`src/rtl/umi_adder_host.sv`:
```
// -----------------------------------------------------------------------------
// umi_adder_host
//
// Host-side UMI initiator for the adder register device. A start pulse runs
// one fixed transaction:
//   1. write operand A to DEVBASE + 0x00, wait for the write ack
//   2. write operand B to DEVBASE + 0x08, wait for the write ack
//   3. read the sum from DEVBASE + 0x10, wait for the read response
// and then pulses done together with the sum and an error status.
// Only one request is outstanding at any time.
//
// Optional build macro:
//   UMI_ADDER_HOST_TIMEOUT_EN - adds a 16-bit response-wait timeout. When a
//   WT_* wait would take the count to 16'hFFFF, the transaction ends with
//   error=1 and the remaining steps are skipped. When undefined, the WT_*
//   states wait indefinitely.
//
// Ports:
//   clk, nreset          clock, asynchronous active-low reset
//   start                one-cycle start pulse, only honoured when idle
//   op_a, op_b           operands, sampled on an accepted start
//   busy                 high whenever the FSM is not in IDLE
//   done                 one-cycle completion pulse
//   sum                  read-back sum, held until the next accepted start
//   error                sticky status: bad response opcode (or timeout)
//   uhost_req_*          request channel (valid/ready, cmd, dst, src, data)
//   uhost_resp_*         response channel (valid/ready, cmd, dst, src, data)
// -----------------------------------------------------------------------------
module umi_adder_host #(
  parameter int unsigned     CW      = 32,
  parameter int unsigned     AW      = 64,
  parameter int unsigned     DW      = 32,
  parameter logic [AW-1:0]   DEVBASE = '0,
  parameter logic [AW-1:0]   SRCADDR = '0
) (
  input  logic          clk,
  input  logic          nreset,
  // local control
  input  logic          start,
  input  logic [DW-1:0] op_a,
  input  logic [DW-1:0] op_b,
  output logic          busy,
  output logic          done,
  output logic [DW-1:0] sum,
  output logic          error,
  // request channel
  output logic          uhost_req_valid,
  output logic [CW-1:0] uhost_req_cmd,
  output logic [AW-1:0] uhost_req_dstaddr,
  output logic [AW-1:0] uhost_req_srcaddr,
  output logic [DW-1:0] uhost_req_data,
  input  logic          uhost_req_ready,
  // response channel
  input  logic          uhost_resp_valid,
  input  logic [CW-1:0] uhost_resp_cmd,
  input  logic [AW-1:0] uhost_resp_dstaddr,
  input  logic [AW-1:0] uhost_resp_srcaddr,
  input  logic [DW-1:0] uhost_resp_data,
  output logic          uhost_resp_ready
);

  // ---------------------------------------------------------------------------
  // Command encoding
  // ---------------------------------------------------------------------------
  localparam logic [4:0] OP_REQ_READ   = 5'h01;
  localparam logic [4:0] OP_REQ_WRITE  = 5'h03;
  localparam logic [4:0] OP_RESP_READ  = 5'h02;
  localparam logic [4:0] OP_RESP_WRITE = 5'h04;

  // Register addresses; the addition wraps modulo 2^AW.
  localparam logic [AW-1:0] ADDR_A = DEVBASE;
  localparam logic [AW-1:0] ADDR_B = DEVBASE + AW'(8);
  localparam logic [AW-1:0] ADDR_C = DEVBASE + AW'(16);

  // Build a full command word: opcode, size=2 (4 bytes), len=0, rest zero.
  function automatic logic [CW-1:0] mk_cmd(input logic [4:0] opcode);
    logic [CW-1:0] c;
    c       = '0;
    c[4:0]  = opcode;
    c[7:5]  = 3'd2;
    c[15:8] = 8'd0;
    return c;
  endfunction

  typedef enum logic [2:0] {
    S_IDLE,
    S_WR_A,
    S_WT_A,
    S_WR_B,
    S_WT_B,
    S_RD_C,
    S_WT_C,
    S_FIN
  } state_t;

  // ---------------------------------------------------------------------------
  // Registers and wires
  // ---------------------------------------------------------------------------
  state_t          r_state;
  state_t          w_state_nxt;

  logic            r_req_valid;
  logic [CW-1:0]   r_req_cmd;
  logic [AW-1:0]   r_req_dstaddr;
  logic [DW-1:0]   r_req_data;
  logic            r_resp_ready;
  logic            r_busy;
  logic            r_done;
  logic            r_error;
  logic [DW-1:0]   r_sum;
  logic [DW-1:0]   r_op_b;

  logic            w_req_fire;
  logic            w_resp_fire;
  logic            w_wait;
  logic            w_tmo;
  logic [4:0]      w_resp_op;

  assign w_req_fire  = r_req_valid  & uhost_req_ready;
  assign w_resp_fire = r_resp_ready & uhost_resp_valid;
  assign w_wait      = (r_state == S_WT_A) || (r_state == S_WT_B) ||
                       (r_state == S_WT_C);
  assign w_resp_op   = uhost_resp_cmd[4:0];

  // Response routing fields and the non-opcode command bits are not checked.
  logic w_unused;
  assign w_unused = ^{uhost_resp_dstaddr, uhost_resp_srcaddr,
                      uhost_resp_cmd[CW-1:5]};

  // ---------------------------------------------------------------------------
  // Optional response-wait timeout
  // ---------------------------------------------------------------------------
`ifdef UMI_ADDER_HOST_TIMEOUT_EN
  logic [15:0] r_tmo_cnt;

  // The count is zero outside the WT_* states, so it restarts on every entry.
  // In the k-th wait cycle it holds k-1; the timeout fires in the cycle whose
  // increment would bring it to 16'hFFFF. A response in that same cycle wins.
  always_ff @(posedge clk or negedge nreset) begin
    if (!nreset) begin
      r_tmo_cnt <= '0;
    end else if (!w_wait || w_resp_fire) begin
      r_tmo_cnt <= '0;
    end else begin
      r_tmo_cnt <= r_tmo_cnt + 16'd1;
    end
  end

  assign w_tmo = w_wait && !w_resp_fire && (r_tmo_cnt == 16'hFFFE);
`else
  assign w_tmo = 1'b0;
`endif

  // ---------------------------------------------------------------------------
  // FSM: state register
  // ---------------------------------------------------------------------------
  // NOTE: sequential state uses non-blocking (<=) so every flop samples the
  // pre-edge values of the others, independent of block ordering.
  always_ff @(posedge clk or negedge nreset) begin
    if (!nreset) begin
      r_state <= S_IDLE;
    end else begin
      r_state <= w_state_nxt;
    end
  end

  // ---------------------------------------------------------------------------
  // FSM: next state
  // ---------------------------------------------------------------------------
  // NOTE: the default assignment at the top covers every path through the
  // case, so no latch is inferred for w_state_nxt.
  always_comb begin
    w_state_nxt = r_state;
    case (r_state)
      S_IDLE: if (start)       w_state_nxt = S_WR_A;
      S_WR_A: if (w_req_fire)  w_state_nxt = S_WT_A;
      S_WT_A: begin
        if (w_resp_fire)       w_state_nxt = S_WR_B;
        else if (w_tmo)        w_state_nxt = S_FIN;
      end
      S_WR_B: if (w_req_fire)  w_state_nxt = S_WT_B;
      S_WT_B: begin
        if (w_resp_fire)       w_state_nxt = S_RD_C;
        else if (w_tmo)        w_state_nxt = S_FIN;
      end
      S_RD_C: if (w_req_fire)  w_state_nxt = S_WT_C;
      S_WT_C: begin
        if (w_resp_fire)       w_state_nxt = S_FIN;
        else if (w_tmo)        w_state_nxt = S_FIN;
      end
      S_FIN:                   w_state_nxt = S_IDLE;
      default:                 w_state_nxt = S_IDLE;
    endcase
  end

  // ---------------------------------------------------------------------------
  // Registered outputs
  // ---------------------------------------------------------------------------
  // Handshake and status flags are decoded from the next state so they are
  // registered yet line up with the state they belong to. The request payload
  // is loaded only on the transition into a request state, which keeps it
  // stable for as long as valid waits for ready.
  always_ff @(posedge clk or negedge nreset) begin
    if (!nreset) begin
      r_req_valid   <= 1'b0;
      r_req_cmd     <= '0;
      r_req_dstaddr <= '0;
      r_req_data    <= '0;
      r_resp_ready  <= 1'b0;
      r_busy        <= 1'b0;
      r_done        <= 1'b0;
      r_error       <= 1'b0;
      r_sum         <= '0;
      r_op_b        <= '0;
    end else begin
      r_req_valid  <= (w_state_nxt == S_WR_A) || (w_state_nxt == S_WR_B) ||
                      (w_state_nxt == S_RD_C);
      r_resp_ready <= (w_state_nxt == S_WT_A) || (w_state_nxt == S_WT_B) ||
                      (w_state_nxt == S_WT_C);
      r_busy       <= (w_state_nxt != S_IDLE);
      r_done       <= (w_state_nxt == S_FIN);

      case (r_state)
        S_IDLE: begin
          if (start) begin
            // Operand A goes straight into the request data register.
            r_op_b        <= op_b;
            r_error       <= 1'b0;
            r_req_cmd     <= mk_cmd(OP_REQ_WRITE);
            r_req_dstaddr <= ADDR_A;
            r_req_data    <= op_a;
          end
        end
        S_WT_A: begin
          if (w_resp_fire) begin
            if (w_resp_op != OP_RESP_WRITE) r_error <= 1'b1;
            r_req_cmd     <= mk_cmd(OP_REQ_WRITE);
            r_req_dstaddr <= ADDR_B;
            r_req_data    <= r_op_b;
          end else if (w_tmo) begin
            r_error <= 1'b1;
          end
        end
        S_WT_B: begin
          if (w_resp_fire) begin
            if (w_resp_op != OP_RESP_WRITE) r_error <= 1'b1;
            r_req_cmd     <= mk_cmd(OP_REQ_READ);
            r_req_dstaddr <= ADDR_C;
            r_req_data    <= '0;
          end else if (w_tmo) begin
            r_error <= 1'b1;
          end
        end
        S_WT_C: begin
          if (w_resp_fire) begin
            if (w_resp_op != OP_RESP_READ) r_error <= 1'b1;
            r_sum <= uhost_resp_data;
          end else if (w_tmo) begin
            r_error <= 1'b1;
          end
        end
        default: ;
      endcase
    end
  end

  // ---------------------------------------------------------------------------
  // Output drive
  // ---------------------------------------------------------------------------
  assign busy              = r_busy;
  assign done              = r_done;
  assign sum               = r_sum;
  assign error             = r_error;
  assign uhost_req_valid   = r_req_valid;
  assign uhost_req_cmd     = r_req_cmd;
  assign uhost_req_dstaddr = r_req_dstaddr;
  assign uhost_req_srcaddr = SRCADDR;
  assign uhost_req_data    = r_req_data;
  assign uhost_resp_ready  = r_resp_ready;

endmodule

```
`config.mk`:
```
export PLATFORM = sky130hd
export DESIGN_NAME = umi_adder_host
export DESIGN_NICKNAME = d
export VERILOG_FILES = /design/src/rtl/umi_adder_host.sv
export SDC_FILE = /design/constraint.sdc
export NUM_CORES = 1
export LEC_CHECK = 0
export BUFFER_PORTS_ARGS = -buffer_cell sky130_fd_sc_hd__buf_4
export CAP_MARGIN = 10
export CORE_AREA = 8 8 184 186
export DETAILED_ROUTE_END_ITERATION = 16
export DIE_AREA = 0 0 192 194
export HOLD_SLACK_MARGIN = 0.12
export SYNTH_ARGS = -nofsm -noshare
export SYNTH_HDL_FRONTEND = slang
export SYNTH_SLANG_ARGS = --single-unit
```
`constraint.sdc`:
```
create_clock -name clk -period 2.2 [get_ports clk]
set_clock_uncertainty 0.05 [all_clocks]
set_input_delay 0.22 -clock clk [delete_from_list [all_inputs] [get_ports clk]]
set_output_delay 0.22 -clock clk [all_outputs]
set_load 0.02 [all_outputs]
```
### Word-level counts from Yosys, hierarchy flattened

Index checks and enable logic that the tools add are counted.
W data, S select, Z words.

* bits of input ports: 261
* output and inout port bits: 229
* register bits after elaboration: 200
* logic and storage cells: 75

* equality and inequality tests: 23
* reduce and logical (&&, ||, !) cells: 13
* mux-type cells: 26
* bitwise gates (word level): 2

Operator list (count)
* $mux W32: 6
* $mux W64: 3
* $pmux W32 S3: 2
* $pmux W64 S3: 1
* $eq A3 B3 Y1 const B: 8
* $pmux W3 S8: 1
* $mux W3: 7
* $eq A3 B2 Y1 const B: 4
* $reduce_bool A3 Y1: 3
* $ne A2 B2 Y1 const B: 4
* $eq A3 B1 Y1 const B: 2
* $ne A2 B1 Y1 const B: 3
* $reduce_and A6 Y1: 1
* $mux W1: 5
* $ne A5 B2 Y1 const B: 1
* $ne A5 B3 Y1 const B: 1
* $logic_or A1 B1 Y1: 4
* $reduce_and A2 Y1: 2
* $reduce_and A4 Y1: 1
* $logic_not A3 Y1: 1
* $pmux W1 S3: 1
* $and A1 B1 Y1: 2
* $reduce_or A2 Y1: 1

### Depth between registers and ports, before layout

* depth after elaboration: 6
* gate-level depth with buffers: 6
* depth with buffers taken out: 4

### Worst setup path after synthesis

OpenSTA, ideal clock, no wires.

* path kind: reg2reg
* start: register r_state[0]
* end: register r_op_b[10]
* cell stages (with the launch flop): 5
* setup slack: 0.512 ns
* path buffers: 2
* required time: 2.025 ns
* data arrival time: 1.513 ns
* clock period less this slack: 1.688 ns
* setup time: 0.125 ns
* path through: dfrtp_1 buf_2 nor4b_4 buf_2 mux2_2

* cells in the longest elaborated chain, start to end: 2

Ends and longest elaborated chain
* from (decl): RTL line 99 `state_t r_state;`
* from (signal assigned): RTL line 163 `r_state <= w_state_nxt;`
* $logic_not A3 Y1: RTL line 223 `case (r_state)`
* $reduce_and A2 Y1 (no line)
* to (signal assigned): RTL line 227 `r_op_b <= op_b;`
* to (decl): RTL line 111 `logic [DW-1:0] r_op_b;`

No other way between the ends.
A chain may end at the register's enable or synchronous reset.

### Final worst setup path

* start: register r_state[2]
* end: register r_sum[27] (netlist: sum[27])

* cells in the longest elaborated chain, start to end: 2

Ends and longest elaborated chain
* $eq A3 B3 Y1: RTL line 223
* $reduce_and A2 Y1 (no line)
* to (signal assigned): RTL line 257 `r_sum <= uhost_resp_data;`
* to (decl): RTL line 110 `logic [DW-1:0] r_sum;`

No other way between the ends.

==> flow_results.org <==
** Global routing
- The first global-routing pass estimated 28000 µm of wire.
- Remaining global-route overflow :: 0
- Global-route total usage across every layer :: about a tenth
- Initial antenna violation count :: 1
- Number of global-route vias before repair :: 4733
- Entering global routing, the biggest net connects 43 pins.

** Worst hold path
- The min-delay analysis places its worst path in the category input pin to register.
- The worst hold path terminates at uhost_req_data[11].
- The worst hold path begins at op_a[11].
- Hold path depth :: 3

** STA
- Slew Viols, Final :: 0
- Unrepaired setup endpoints after global routing :: false
- Final Cycle Share :: 85.9%
- Hold violation count in the final report :: 0
- Summed over all failing endpoints, the final setup total negative slack is 0 ps.
- Fmax :: roughly 0.53 GHz
- Setup violations remaining at the end of the flow were counted as 0.
- Minimum clock period :: 1890 ps

** Synth
- In this run, synthesis inferred 0 flip-flops with an integrated enable.
- Yosys printed 0 warnings.
- Counting flops with an async set or reset pin after synthesis yields a share of 100%.
- Mean cell area of the mapped netlist :: 10.9 µm²
- After synthesis the netlist holds a flip-flop and latch count of around 110.
- Synth Instances :: 541
- Most common flop cell mapped by yosys :: sky130_fd_sc_hd__dfrtp_1
- The cell area that synthesis handed to floorplanning was 0.00591 mm².
- Sequential area share after synthesis :: between 40% and 50%
- Number of distinct library cells after synthesis :: 38

** Worst setup path
- Walking the worst path, the cells encountered are nand2_1 -> nor3_4 -> buf_12 -> mux2_2.
- Crit Reg-Reg Startpoint :: r_state[2]
- For this design, the slowest cell found on the critical path is sky130_fd_sc_hd__dfrtp_2.
- The endpoint identified for the worst register-to-register timing path is sum[27].
- Classification of the worst setup path :: register to register
- Setup slack of the worst register-to-register path :: ~310 ps
- Worst stage delay on the critical path :: a little over 600 ps
- Start point of the critical path :: r_state[2]
- At the worst endpoint, the arrival time is 2070 ps.
- Critical Path End Type :: register
- Endpoint required time on the critical path :: 2380 ps
- STA classifies the critical path startpoint as a register.
- Largest fanout on the critical path :: 33
- For the worst flop-to-flop path, the logic depth is 4.
- Kind of cell adding the most delay to the critical path :: flip-flops
- The number of buffers and inverters on the critical path is 1.

** Power
- In this run the power density over the cells is 1220 mW/mm².
- In this run the static leakage power is 3.92 nW.
- Maximum vdd drop :: roughly 0.00052 V

** Clock tree
- Buffer levels on the longest clock path :: 2
- The number of gates resized after CTS was 0.
- H-tree lvl count :: 3
- Counting the buffers created by CTS gives 9.
- Clk root buf :: sky130_fd_sc_hd__clkbuf_16
- Clock-pin slew was measured on the worst setup and hold paths at 90 ps.
- Clock latency on the worst-skew pair, taken at its later pin, is 360 ps.
- CTS tree :: built
- Clock sink count :: about 110

** Floorplanning
- The die covers 0.0372 mm².
- I/O pin count :: 490
- The core region is 0.0311 mm².
- Starting utilization of the core area :: between 10% and 20%
- Die extent in y :: 194 µm
- The floorplan step set the die width to 192 µm.
- The initialized floorplan defines 65 standard-cell rows.

** Route
- Per-cell via count in the routed design :: 3.72
- In this run the remaining antenna-violating nets after routing total 0.
- First-pass iteration count of the detailed router :: 4
- After detailed routing, the total wire length is 19000 µm.
- Across all layers, the routed design uses 4443 vias.
- Mean routed wirelength per cell :: 15.9 µm
- In the routed design, unresolved DRC markers number 0.
- Detailed router's first-iteration violation count :: 158

** Run
- Max-cap check violation count :: 0

** Placed design
- Once detailed placement completed, the half-perimeter wirelength came to 13400 µm.
- In this run the tool buffered the top-level ports with 179 buffer cells.
- Including well taps, the total number of placed cells is around 1100.
- RePlAce Congestion :: 0.707

** Layout
- Final Net Count :: 1046
- Post-route non-filler standard cell count :: 1193
- Of the cells placed in the final design, the portion with a size suffix greater than 1 is 35.2%.
- Area delta synth->final :: 39.7%
- Total of fill cells in the finished design :: 3223

** Outcome
- Result of the run :: complete, no violations
==> repair_timing <==
item,4_1_cts,5_1_grt
hold buffers,73,0
buffers inserted,0,0
hold endpoints to repair,138,0
==> cell usage in the layout (no fill, tap or decap), types with 2 or more instances in the layout <==
cell type | netlist | routed
sky130_fd_sc_hd__buf_4 | 160 | 186
sky130_fd_sc_hd__conb_1 | 1 | 155
sky130_fd_sc_hd__dfrtp_1 | 108 | 106
sky130_fd_sc_hd__dlygate4sd3_1 | 0 | 73
sky130_fd_sc_hd__mux2_2 | 59 | 59
sky130_fd_sc_hd__nor2_1 | 38 | 37
sky130_fd_sc_hd__a21oi_1 | 35 | 35
sky130_fd_sc_hd__a22o_1 | 33 | 33
sky130_fd_sc_hd__a22oi_1 | 32 | 32
sky130_fd_sc_hd__clkbuf_16 | 0 | 9
sky130_fd_sc_hd__o21ai_0 | 8 | 8
sky130_fd_sc_hd__buf_12 | 0 | 8
sky130_fd_sc_hd__nand2_1 | 7 | 7
sky130_fd_sc_hd__mux2_1 | 5 | 5
sky130_fd_sc_hd__nand3_1 | 3 | 3
sky130_fd_sc_hd__nand4b_1 | 2 | 2
sky130_fd_sc_hd__nand2b_1 | 2 | 2
sky130_fd_sc_hd__clkinv_4 | 0 | 2
sky130_fd_sc_hd__inv_6 | 0 | 2
sky130_fd_sc_hd__clkinv_8 | 0 | 2
sky130_fd_sc_hd__dfrtp_2 | 0 | 2
==> final cells by class <==
| cell class | instances | area, µm² | area share (%) |
|---|---|---|---|
| Sequential cell | 108 | 2710 | 32.7 |
| Multi-Input combinational cell | 398 | 2460 | 29.8 |
| Clock buffer | 9 | 225 | 2.73 |
| Tap cell | 402 | 503 | 6.09 |
| Clock inverter | 7 | 72.6 | 0.879 |
| Inverter | 1 | 3.75 | 0.0454 |
| Antenna cell | 1 | 2.50 | 0.0303 |
| Timing Repair Buffer | 267 | 2290 | 27.7 |
==> logic make-up after synthesis <==
| family | after synthesis | share of synthesized area [%] |
|---|---|---|
| compound gates | 118 | 14.2 |
| other cells | 1 | 0.0634 |
| simple gates | 61 | 5.10 |
| mux | 64 | 12.2 |
| buf+inv | 189 | 22.8 |
| flops | 108 | 45.7 |
==> power breakdown <==
| part | internal [mW] | total, mW | switching, mW |
|---|---|---|---|
| combinational | 2.21 | 4.93 | 2.71 |
| sequential | 2.85 | 3.43 | 0.578 |
| clock | 0.802 | 1.69 | 0.885 |
| total | 5.87 | 10.0 | 4.17 |
==> cell usage after synthesis (2+ instances only) <==
cell type,n,share of area [%]
sky130_fd_sc_hd__clkbuf_1,8,0.51
sky130_fd_sc_hd__nand2b_1,2,0.21
sky130_fd_sc_hd__a21oi_1,35,3.0
sky130_fd_sc_hd__a22oi_1,32,4.1
sky130_fd_sc_hd__mux2_1,5,0.95
sky130_fd_sc_hd__buf_2,17,1.4
sky130_fd_sc_hd__nand2_1,7,0.44
sky130_fd_sc_hd__o21ai_0,8,0.68
sky130_fd_sc_hd__nor2_1,38,2.4
sky130_fd_sc_hd__a22o_1,33,4.9
sky130_fd_sc_hd__mux2_2,59,11
sky130_fd_sc_hd__buf_6,2,0.38
sky130_fd_sc_hd__dfrtp_1,108,46
sky130_fd_sc_hd__buf_4,160,20
sky130_fd_sc_hd__nand4b_1,2,0.30
sky130_fd_sc_hd__nand3_1,3,0.25
==> registers in the layout, indices dropped and copies added (netlist names) <==
name               cells
sum                   32
r_op_b                32
uhost_resp_ready       1
error                  1
uhost_req_dstaddr      2
busy                   1
uhost_req_data        32
r_state                3
uhost_req_cmd          2
done                   1
uhost_req_valid        1
==> metrics by stage <==
stage	setup WS (ps)	power (mW)	hold WS [ps]	utilization, %	area [µm²]
2_1_floorplan	512	6.55	-126	-	6490
3_3_place_gp	351	8.24	138	23.3	7230
3_5_place_dp	306	8.33	131	23.3	7230
4_1_cts	286	10.2	121	26.6	8260
5_1_grt	205	10.7	134	26.6	8260
6_report	311	10.0	140	26.6	8260
==> worst max path at each step <==
stage / endpoint / slack (ps) / cells past startpoint
CTS: uhost_req_cmd[1] / 290 / 5
floorplan: r_op_b[10] / 510 / 4
global placement: uhost_req_cmd[1] / 350 / 5
detailed placement: uhost_req_cmd[1] / 310 / 5
global route: sum[27] / 200 / 4
finish: sum[27] / 310 / 4
==> metal layers <==
layer | wire length, µm | global-route usage, %
met5 | 0 | 0
met3 | 2510 | 4.01
met4 | 199 | 2.63
met2 | 9060 | 16.6
met1 | 7210 | 10.8
==> worst min-delay path, delay by kind of cell <==
family          cells  cell delay, ps
compound gates      2             200
buf+inv             1              90
No activity file was read; power rests on OpenSTA's default activity.
